File: src/rtl/bcd_gray_pkg.sv
// Shared definitions for the BCD-to-Gray sequencing controller:
// state encodings, digit width and the largest legal BCD digit.
package bcd_gray_pkg;

  localparam int DIGIT_W = 4;

  localparam logic [1:0] S_IDLE = 2'd0;
  localparam logic [1:0] S_CONV = 2'd1;
  localparam logic [1:0] S_DONE = 2'd2;

  localparam logic [3:0] BCD_MAX = 4'd9;

  typedef enum logic [1:0] {
    ST_IDLE = S_IDLE,
    ST_CONV = S_CONV,
    ST_DONE = S_DONE
  } state_t;

endpackage

File: src/rtl/bcd_to_gray.sv
// Single-digit converter: 4-bit binary/BCD digit to 4-bit reflected Gray code.
// Purely combinational; shared across digits by the sequencing controller.
module bcd_to_gray (
  input  logic [3:0] bcd,
  output logic [3:0] gray
);

  assign gray = bcd ^ {1'b0, bcd[3:1]};

endmodule

File: src/rtl/bcd_gray_seq_ctrl.sv
// Converts a packed DIGITS-digit BCD word to packed Gray, one digit per clock,
// through a single bcd_to_gray instance. Define BCD_GRAY_ERR_CHECK_EN to flag
// and zero out digits above 9; otherwise such digits convert raw.
//
// state | meaning
// IDLE  | waiting for in_valid; in_ready high, last result still on outputs
// CONV  | one digit converted per clock, low digit first
// DONE  | result held with out_valid high until out_ready
module bcd_gray_seq_ctrl
  import bcd_gray_pkg::*;
#(
  parameter int DIGITS = 4
) (
  input  logic                      clk,
  input  logic                      rst_n,
  input  logic                      in_valid,
  output logic                      in_ready,
  input  logic [DIGIT_W*DIGITS-1:0] in_bcd,
  output logic                      out_valid,
  input  logic                      out_ready,
  output logic [DIGIT_W*DIGITS-1:0] out_gray,
  output logic                      out_err,
  output logic                      busy
);

  localparam int W     = DIGIT_W * DIGITS;
  localparam int IDX_W = (DIGITS > 1) ? $clog2(DIGITS) : 1;
  localparam logic [IDX_W-1:0] IDX_LAST = IDX_W'(DIGITS - 1);

  state_t             state, state_nxt;
  logic               load, step, ack;
  logic [W-1:0]       sr;
  logic [W-1:0]       gray_q;
  logic               err_q;
  logic [IDX_W-1:0]   idx;
  logic [DIGIT_W-1:0] conv_in, conv_out, field;
  logic               digit_err;

  assign conv_in = sr[DIGIT_W-1:0];

  bcd_to_gray u_conv (
    .bcd  (conv_in),
    .gray (conv_out)
  );

`ifdef BCD_GRAY_ERR_CHECK_EN
  assign digit_err = (conv_in > BCD_MAX);
  assign field     = digit_err ? '0 : conv_out;
`else
  assign digit_err = 1'b0;
  assign field     = conv_out;
`endif

  always_ff @(posedge clk or negedge rst_n) begin
    if (!rst_n) state <= ST_IDLE;
    else        state <= state_nxt;
  end

  // in_ready is gated by rst_n so it stays low for the whole reset pulse.
  always_comb begin
    state_nxt = state;
    load      = 1'b0;
    step      = 1'b0;
    ack       = 1'b0;
    in_ready  = 1'b0;
    out_valid = 1'b0;
    busy      = 1'b0;
    case (state)
      ST_IDLE: begin
        in_ready = rst_n;
        if (in_valid) begin
          load      = 1'b1;
          state_nxt = ST_CONV;
        end
      end
      ST_CONV: begin
        busy = 1'b1;
        step = 1'b1;
        if (idx == IDX_LAST) state_nxt = ST_DONE;
      end
      ST_DONE: begin
        busy      = 1'b1;
        out_valid = 1'b1;
        if (out_ready) begin
          ack       = 1'b1;
          state_nxt = ST_IDLE;
        end
      end
      default: state_nxt = ST_IDLE;
    endcase
  end

  always_ff @(posedge clk or negedge rst_n) begin
    if (!rst_n) begin
      sr     <= '0;
      gray_q <= '0;
      err_q  <= 1'b0;
      idx    <= '0;
    end else if (load) begin
      sr     <= in_bcd;
      gray_q <= '0;
      err_q  <= 1'b0;
      idx    <= '0;
    end else if (step) begin
      sr    <= sr >> DIGIT_W;
      err_q <= err_q | digit_err;
      idx   <= idx + 1'b1;
      for (int k = 0; k < DIGITS; k++) begin
        if (idx == IDX_W'(k)) gray_q[k*DIGIT_W +: DIGIT_W] <= field;
      end
    end else if (ack) begin
      idx <= '0;
    end
  end

  assign out_gray = gray_q;
  assign out_err  = err_q;

endmodule

File: config.mk
export PLATFORM = sky130hd
export DESIGN_NAME = bcd_gray_seq_ctrl
export DESIGN_NICKNAME = d
export VERILOG_FILES = /design/src/rtl/bcd_gray_pkg.sv /design/src/rtl/bcd_to_gray.sv /design/src/rtl/bcd_gray_seq_ctrl.sv
export SDC_FILE = /design/constraint.sdc
export NUM_CORES = 1
export LEC_CHECK = 0
export CORE_UTILIZATION = 42
export DETAILED_ROUTE_END_ITERATION = 16
export HOLD_SLACK_MARGIN = 0.08
export PLACE_DENSITY = 0.73
export SYNTH_ARGS = -nofsm -noshare
export SYNTH_HDL_FRONTEND = slang
export SYNTH_HIERARCHICAL = 1
export SYNTH_SLANG_ARGS = --single-unit
File: constraint.sdc
create_clock -name clk -period 1.9 [get_ports clk]
set_input_delay 0.285 -clock clk [delete_from_list [all_inputs] [get_ports clk]]
set_output_delay 0.285 -clock clk [all_outputs]
set_load 0.01 [all_outputs]
* After elaboration in Yosys (flattened, before gate mapping)
Cells that the tools add are included.
** Storage, ports and cells
- Bits in registers :: 36
- Latch bits :: 0
- Bits in writable memories :: 0
- Memory bits (read-only) :: 0
- Input bits :: 20
- Logic and storage cells :: 54
- Memories kept :: 0
** Operators by class
- Add/sub/neg operators :: 1
- $mul :: 0
- Divide/modulo/power cells :: 0
- $lt $le $gt $ge :: 0
- Equal/unequal tests :: 8
- Shift operators :: 0
- Muxes and demuxes :: 23
- Bitwise logic cells :: 1
- Reduce and logical (&&, ||, !) cells :: 14
** Operator list (number)
- 16-bit two-way mux :: 4
- 4-bit two-way mux :: 4
- 2-bit two-way mux :: 6
- 2-bit nonzero test :: 5
- 1-bit two-way mux :: 8
- 2-bit AND reduction :: 4
- 2-bit equality test, second input constant :: 3
- 2-bit != test, second input constant :: 3
- 2-bit case mux with 3 select lines :: 1
- 2-bit by 1-bit equality test with 1-bit output, second input constant :: 2
- 2-bit logical NOT :: 2
- 4-bit by 3-bit bitwise XOR with 4-bit output :: 1
- 3-bit AND reduction :: 1
- 3-bit nonzero test :: 1
- 2-bit by 1-bit adder with 2-bit output, second input constant :: 1
- 2-bit OR reduction :: 1

* Longest topological paths before layout
Gate-level depths: netlist of run 1.
- Depth after elaboration :: 5
- Depth in mapped cells :: 7

* Cells and area by module
Netlist of run 1, hierarchy kept.
** Modules (own cells, without submodules)
- bcd_gray_seq_ctrl :: instances 1, cells each 175, area each 1695.4 um^2, sequential area each 900.9 um^2
- bcd_to_gray :: instances 1, cells each 4, area each 33.8 um^2, sequential area each 0.0 um^2

* Worst setup path before layout of run 1
OpenSTA, ideal clock, no wires.
- Kind :: register -> register
- Start :: register state[0]
- End :: register state[0]
- Setup time :: 0.125 ns
- Arrival time :: 1.421 ns
- Required time :: 1.775 ns
- Slack :: 0.355 ns
- Cell stages (with the launch flop) :: 5
- Period minus slack after synthesis :: 1.545 ns
- Path through :: dfrtp_1 > inv_1 > ha_1 > a222oi_1 > mux2_2
** On the way
- Longest elaborated chain between the ends :: 3
- Elaborated cells on any way between the ends :: 8
- Those cells by class :: eq/ne: 5; mux: 1; reduce/logical: 2
** RTL lines
- start: declaration :: line bcd_gray_seq_ctrl.sv:30 : state_t state, state_nxt;
- start signal: assignment :: line bcd_gray_seq_ctrl.sv:56 : else state <= state_nxt;
- 2-bit by 1-bit equality test with 1-bit output, or another cell as far along :: line bcd_gray_seq_ctrl.sv:68 : case (state)
- 2-bit != test (no line)
- 3-bit AND reduction (no line)
Several ways; a longest one is shown, not always the timed one.
A chain may end at the register's enable or synchronous reset.

* Worst setup path in the final report of run 1
- Start :: register state[1]
- End :: output busy
** On the way
- Longest elaborated chain between the ends :: 3
- Elaborated cells on any way between the ends :: 4
- Those cells by class :: eq/ne: 2; mux: 1; reduce/logical: 1
** RTL lines
- 2-bit equality test or 2-bit by 1-bit equality test with 1-bit output (tied branches) :: line bcd_gray_seq_ctrl.sv:68
- 2-bit OR reduction (no line) (*)
- 1-bit two-way mux (*) :: line bcd_gray_seq_ctrl.sv:68
- end: declaration :: line bcd_gray_seq_ctrl.sv:23 : output logic busy
Every way passes the cells marked *; elsewhere a longest branch is shown, timed or not.

==> impl_metrics.tcl, run 1 <==
set metrics [dict create \
    setup_tns_ps 0 \
    ys_seq_area_frac 0.521 \
    clock-root-buffer "sky130_fd_sc_hd__clkbuf_8" \
    arrival_ps 1520 \
    netlist_instances 179 \
    outcome "completed" \
    via_count_of_the_first_global_routing_pass 1188 \
    io_pins 40 \
    worst_skew_pair.late_latency_ps 290 \
    cts_tree "yes" \
    irDropWorstVdd_mv 0.811 \
    number_of_nets_in_the_synthesized_netlist 208 \
    synthToLayoutAreaGrowth_pct 31.0 \
    layout.area.seq_um2 901 \
    drt-wirelength-per-cell_um 11.9 \
    antenna_violations_before_repair 0 \
    critPathRequiredTime_ps 1620 \
    setup.worst_path.class "flop to primary output" \
    synth_enable_flop_cells 0 \
    post_synth.cell_area_avg_um2 9.66 \
    placed_cells 256 \
    setup_viol_count_final 0 \
    hold_path.startpoint "out_gray[3]" \
    final_cells 266 \
    synth_top_area_cell "sky130_fd_sc_hd__dfrtp_1" \
    post-route-drc-count 0 \
    floorplan.die.height_um 66.2 \
    fp.coreArea_mm2 0.00380 \
    rsz0062_at_grt "no" \
    grtUsageTotal 0.169 \
    postSynthRegisterBits 36 \
    floorplan.die.width_um 66.2 \
    first_pass_iters 4 \
    cp-end-kind "primary output" \
    crit_path_max_fanout 4 \
    die-area_mm2 0.00438 \
    postRouteAntennaNets 0 \
    num-nets-final 246 \
    numPortBuffers 38 \
    grt_start_max_net_pins 51 \
    clk_pin_slew_ps 70 \
    synth_async_sr_flop_share 1.00 \
    crit_start "state[1]" \
    period_needed_ps 1800 \
    finalHoldViolCount 0 \
    min_path_type "flop to flop" \
    h_tree_level_count 2 \
    post_synth_instance_area_mm2 0.00173 \
    clock_tree.buffer_depth 2 \
    yosys.area.top_type_share 0.521 \
    fmax_mhz 555 \
    layout-drive-gt1-share 0.0826 \
    count_of_filler_cells_inserted_in_the_layout 349 \
    rows 22 \
    yosysWarnings 6 \
    yosys.cell_count.top_type "sky130_fd_sc_hd__nand2_1" \
    starting_density_of_the_core 0.455 \
    route.vias.total 1310 \
    drv_slew 0 \
    drtIter0Drc 76 \
    timing.max_cap.violations 0 \
    ys_top_cells_by_count "37 x sky130_fd_sc_hd__nand2_1, 36 x sky130_fd_sc_hd__dfrtp_1, 18 x sky130_fd_sc_hd__a21oi_1" \
    cts.sink_count 36 \
    post_synth_num_cell_types 20 \
    p_leak_nw 0.996 \
    vias_per_cell 4.92 \
    rd_place_congestion 0.770 \
    grt.overflow.total 0 \
    detailedPlacementHpwl_mm 2.18 \
    postRouteWirelength_mm 3.16 \
    clock_buffers_created_by_tritoncts 5 \
    worst_setup_path_start_kind "flop" \
    power.density_cell_area_mw_per_mm2 1490 \
    total_area_of_multi_input_combinational_cells_um2 743 \
    clock-skew-final_ps 4.95 \
    layout_worst_path_cycle_share 0.948 \
    grt_first_pass_wirelength_mm 5.46 \
    synthFlopType "sky130_fd_sc_hd__dfrtp_1" \
    antenna_cells_inserted 0 \
    crit-reg2reg-launch "idx[0]" \
    synth.top_cells.by_area "sky130_fd_sc_hd__dfrtp_1 52%, sky130_fd_sc_hd__nand2_1 8.0%, sky130_fd_sc_hd__mux2i_1 7.5%, sky130_fd_sc_hd__ha_1 6.5%, sky130_fd_sc_hd__a21oi_1 5.2%" \
]
==> cell usage in the layout (no fill, tap or decap), types with 2 or more instances in the layout <==
| cell | n |
|---|---|
| sky130_fd_sc_hd__a21oi_1 | 18 |
| sky130_fd_sc_hd__and2_1 | 2 |
| sky130_fd_sc_hd__buf_12 | 2 |
| sky130_fd_sc_hd__buf_4 | 2 |
| sky130_fd_sc_hd__clkbuf_8 | 6 |
| sky130_fd_sc_hd__clkdlybuf4s50_1 | 36 |
| sky130_fd_sc_hd__clkinv_2 | 2 |
| sky130_fd_sc_hd__dfrtp_1 | 36 |
| sky130_fd_sc_hd__ha_1 | 9 |
| sky130_fd_sc_hd__inv_1 | 4 |
| sky130_fd_sc_hd__inv_2 | 3 |
| sky130_fd_sc_hd__mux2_2 | 2 |
| sky130_fd_sc_hd__mux2i_1 | 13 |
| sky130_fd_sc_hd__nand2_1 | 37 |
| sky130_fd_sc_hd__nand2b_1 | 4 |
| sky130_fd_sc_hd__nand3_1 | 16 |
| sky130_fd_sc_hd__o21ai_0 | 16 |
| sky130_fd_sc_hd__xor2_1 | 3 |
==> layer usage <==
metal	share of wire	vias up	track usage	wire, um
li1	-	668	-	-
met1	0.49	602	0.223	1550
met2	0.45	35	0.261	1430
met3	0.042	5	0.0431	133
met4	0.015	0	0.0718	48
met5	0	-	0	0
==> worst max-delay path: stages, from the launching register on <==
cell                              delay, ps
sky130_fd_sc_hd__dfrtp_1                370
sky130_fd_sc_hd__inv_2                   70
sky130_fd_sc_hd__ha_1                   270
sky130_fd_sc_hd__clkdlybuf4s50_1        520
==> repair_timing <==
| item | 4_1_cts | 5_1_grt |
|---|---|---|
| hold buffers | 1 | 0 |
| cloned | 0 | 0 |
| pin swaps | 0 | 0 |
| gates resized for setup | 2 | 1 |
| setup buffers | 1 | 0 |
| hold endpoints to repair | 28 | 0 |
| endpoints found under the setup margin | 1 | 1 |
==> layout make-up <==
cell class,count,area share
repair buffers,43,0.195
clock inverters,2,0.00442
clock buffers,6,0.0364
well taps,48,0.0265
inverters,7,0.0116
multi-input cells,124,0.328
flip-flops and latches,36,0.398
==> state kept, by name, indices dropped and copies added, names as in the netlist <==
register	flops
out_gray	16
sr	16
idx	2
state	2
==> cells by family after synthesis <==
group,share of synthesized area
buffers and inverters,0.0492
adders and majority gates,0.0651
other,0.00217
muxes,0.0883
and+or+nand+nor,0.155
DFF,0.521
AOI/OAI and AO/OA,0.104
xor gates and xnor gates,0.0152
==> worst paths after layout <==
kind | end | slack [ps] | depth (start not counted)
max | busy | 100 | 3
min | out_gray[3] | 520 | 2
max reg2reg | state[1] | 270 | 4
min reg2reg | out_gray[3] | 520 | 2
max in group asynchronous | state[1] | 970 | 3
min in group asynchronous | out_gray[0] | 610 | 3
==> per-stage QoR <==
| stage | hold WS (ps) | util | area (um^2) | worst slack, ps | power, W |
|---|---|---|---|---|---|
| 6_report | 521 | 0.597 | 2270 | 98.6 | 0.00338 |
| 2_1_floorplan | -10.6 | - | 1730 | 355 | 0.00227 |
| 5_1_grt | 539 | 0.597 | 2270 | 38.1 | 0.00367 |
| 4_1_cts | 526 | 0.596 | 2260 | 11.3 | 0.00341 |
| 3_5_place_dp | 389 | 0.567 | 2150 | 131 | 0.00283 |
| 3_3_place_gp | 392 | 0.567 | 2150 | 143 | 0.00278 |
==> where the power goes <==
group / leakage, nW / internal, W / switching [W]
sequential: 0.472 / 0.00107 / 0.000197
combinational: 0.474 / 0.000758 / 0.000803
clock: 0.0510 / 0.000289 / 0.000268
Note: power is estimated with default switching activity, not from simulation.
==> run 2, diff against run 1 <==
Settings changed: ABC_CLOCK_PERIOD_IN_PS from default to 1900.
==> results of run 2 <==
The final DEF is identical to that of run 1; final timing and power are the same.
==> run 3, diff against run 2 <==
Settings changed: CAP_MARGIN from default to 20, HOLD_SLACK_MARGIN 0.08 to default.
==> run 3 against run 2 <==
Net effect:
- routed wire length shrank 0.35%
- hold slack lost 460 ps
- clock skew is essentially flat
==> impl_metrics.tcl, run 3 (same netlist as run 1, synthesis figures left out) <==
set metrics [dict create \
    drv_slew 0 \
    design_area_mm2 0.00226 \
    timing.critical_path.cells "inv_2 -> ha_1 -> clkdlybuf4s50_1" \
    layout-drive-gt1-share 0.0829 \
    rd_place_congestion 0.770 \
    critPathRequiredTime_ps 1620 \
    setup.worst_path.class "flop to primary output" \
    arrival_ps 1520 \
    rrSetupSlack_ps 270 \
    cts.sink_count 36 \
    h_tree_level_count 2 \
    route.vias.total 1295 \
    post_place_cell_area_mm2 0.00215 \
    clock-root-buffer "sky130_fd_sc_hd__clkbuf_8" \
    crit_slowest_cell "sky130_fd_sc_hd__clkdlybuf4s50_1" \
    antenna_cells_inserted 0 \
    p_leak_nw 0.992 \
    final_cell_mix "37 x sky130_fd_sc_hd__nand2_1, 36 x sky130_fd_sc_hd__dfrtp_1, 36 x sky130_fd_sc_hd__clkdlybuf4s50_1" \
    final_util 0.594 \
    postRouteAntennaNets 0 \
    floorplan.die.height_um 66.2 \
    count_of_filler_cells_inserted_in_the_layout 350 \
    rsz0062_at_grt "no" \
    setup_viol_count_final 0 \
    most_common_library_cell_in_the_layout_ignoring_fill_and_taps "sky130_fd_sc_hd__nand2_1" \
    period_needed_ps 1800 \
    crit-reg2reg-launch "idx[0]" \
    numPortBuffers 38 \
    drt-wirelength-per-cell_um 11.9 \
    num-nets-final 245 \
    postRouteWirelength_mm 3.15 \
    post-route-drc-count 0 \
    grt_start_max_net_pins 51 \
    die-area_mm2 0.00438 \
    clk_pin_slew_ps 70 \
    cts_tree "yes" \
    slowest_delay_ps 520 \
    clock-skew-final_ps 4.89 \
    min_path_type "input pin to asynchronous set/reset pin" \
    detailedPlacementHpwl_mm 2.18 \
    fin_ws_ps 98.5 \
    first_pass_iters 4 \
    vias_per_cell 4.89 \
    worst_skew_pair.late_latency_ps 290 \
    io_pins 40 \
    minimum_setup_slack_after_placement_ps 131 \
    antenna_violations_before_repair 0 \
    fp.coreArea_mm2 0.00380 \
    starting_density_of_the_core 0.455 \
    outcome "completed" \
    post_cts_hold_buffer_count 0 \
    via_count_of_the_first_global_routing_pass 1182 \
    cp-end-kind "primary output" \
    setup_tns_ps 0 \
    synthToLayoutAreaGrowth_pct 30.5 \
    grtUsageTotal 0.168 \
    fmax_mhz 555 \
    crit_start "state[1]" \
    irDropWorstVdd_mv 0.812 \
    final_cells 265 \
    worst_setup_path_start_kind "flop" \
    timing.max_cap.violations 0 \
    power.density_cell_area_mw_per_mm2 1500 \
    grt.overflow.total 0 \
    grt_first_pass_wirelength_mm 5.44 \
    floorplan.die.width_um 66.2 \
    rows 22 \
    layout_worst_path_cycle_share 0.948 \
    crit_path_max_fanout 4 \
    clock_buffers_created_by_tritoncts 5 \
    finalHoldViolCount 0 \
    clock_tree.buffer_depth 2 \
    worst-r2r-cell-count 4 \
    placed_cells 256 \
    drtIter0Drc 76 \
]
[run 3: cell types whose count changed in the layout (fill, tap and decap cells not counted)]
cell	previous run	this run
sky130_fd_sc_hd__dlygate4sd3_1	1	0
[run 3: area by class of cell]
type,count,area [um^2],area share
sequential,36,901,0.399
clock inverter,2,10.0,0.00444
timing repair buffer,42,433,0.192
clock buffer,6,82.6,0.0366
tap,48,60.1,0.0266
inverter,7,26.3,0.0116
multi-input combinational,124,743,0.329
[run 3: stage by stage]
stage	hold slack, ps	power [W]
detailed placement	389	0.00283
global route	93.5	0.00367
global placement	392	0.00278
floorplan	-10.6	0.00227
finish	59.8	0.00338
CTS	74.7	0.00341
[run 3: timing repair]
action | 4_1_cts | 5_1_grt
setup buffers | 1 | 0
gates resized for setup | 2 | 1
pin swaps | 0 | 0
endpoints found under the setup margin | 1 | 1
hold endpoints to repair | 0 | 0
[run 3: per-layer routing]
metal / up-vias / routed length [um] / track usage
li1: 666 / - / -
met1: 587 / 1550 / 0.223
met5: - / 0 / 0
met3: 5 / 139 / 0.0431
met2: 37 / 1410 / 0.259
met4: 0 / 48 / 0.0718
[run 3: critical path, delay by kind of cell, from the launching register on]
kind / cells / cell delay, ps
buffers and inverters: 2 / 590
DFF: 1 / 370
adders and majority gates: 1 / 270
[run 3: worst paths after layout]
kind | endpoint
worst max-delay path | busy
worst min register to register | out_gray[3]
worst min-delay path | out_gray[0]
min in group clk | out_gray[3]
max in group asynchronous | state[1]
worst max register to register | state[1]
[run 3: where the power goes]
group	leakage [nW]	internal [W]	switching, W
registers	0.472	0.00107	0.000196
clock network	0.0510	0.000289	0.000267
logic	0.470	0.000757	0.000801
total	0.992	0.00211	0.00126
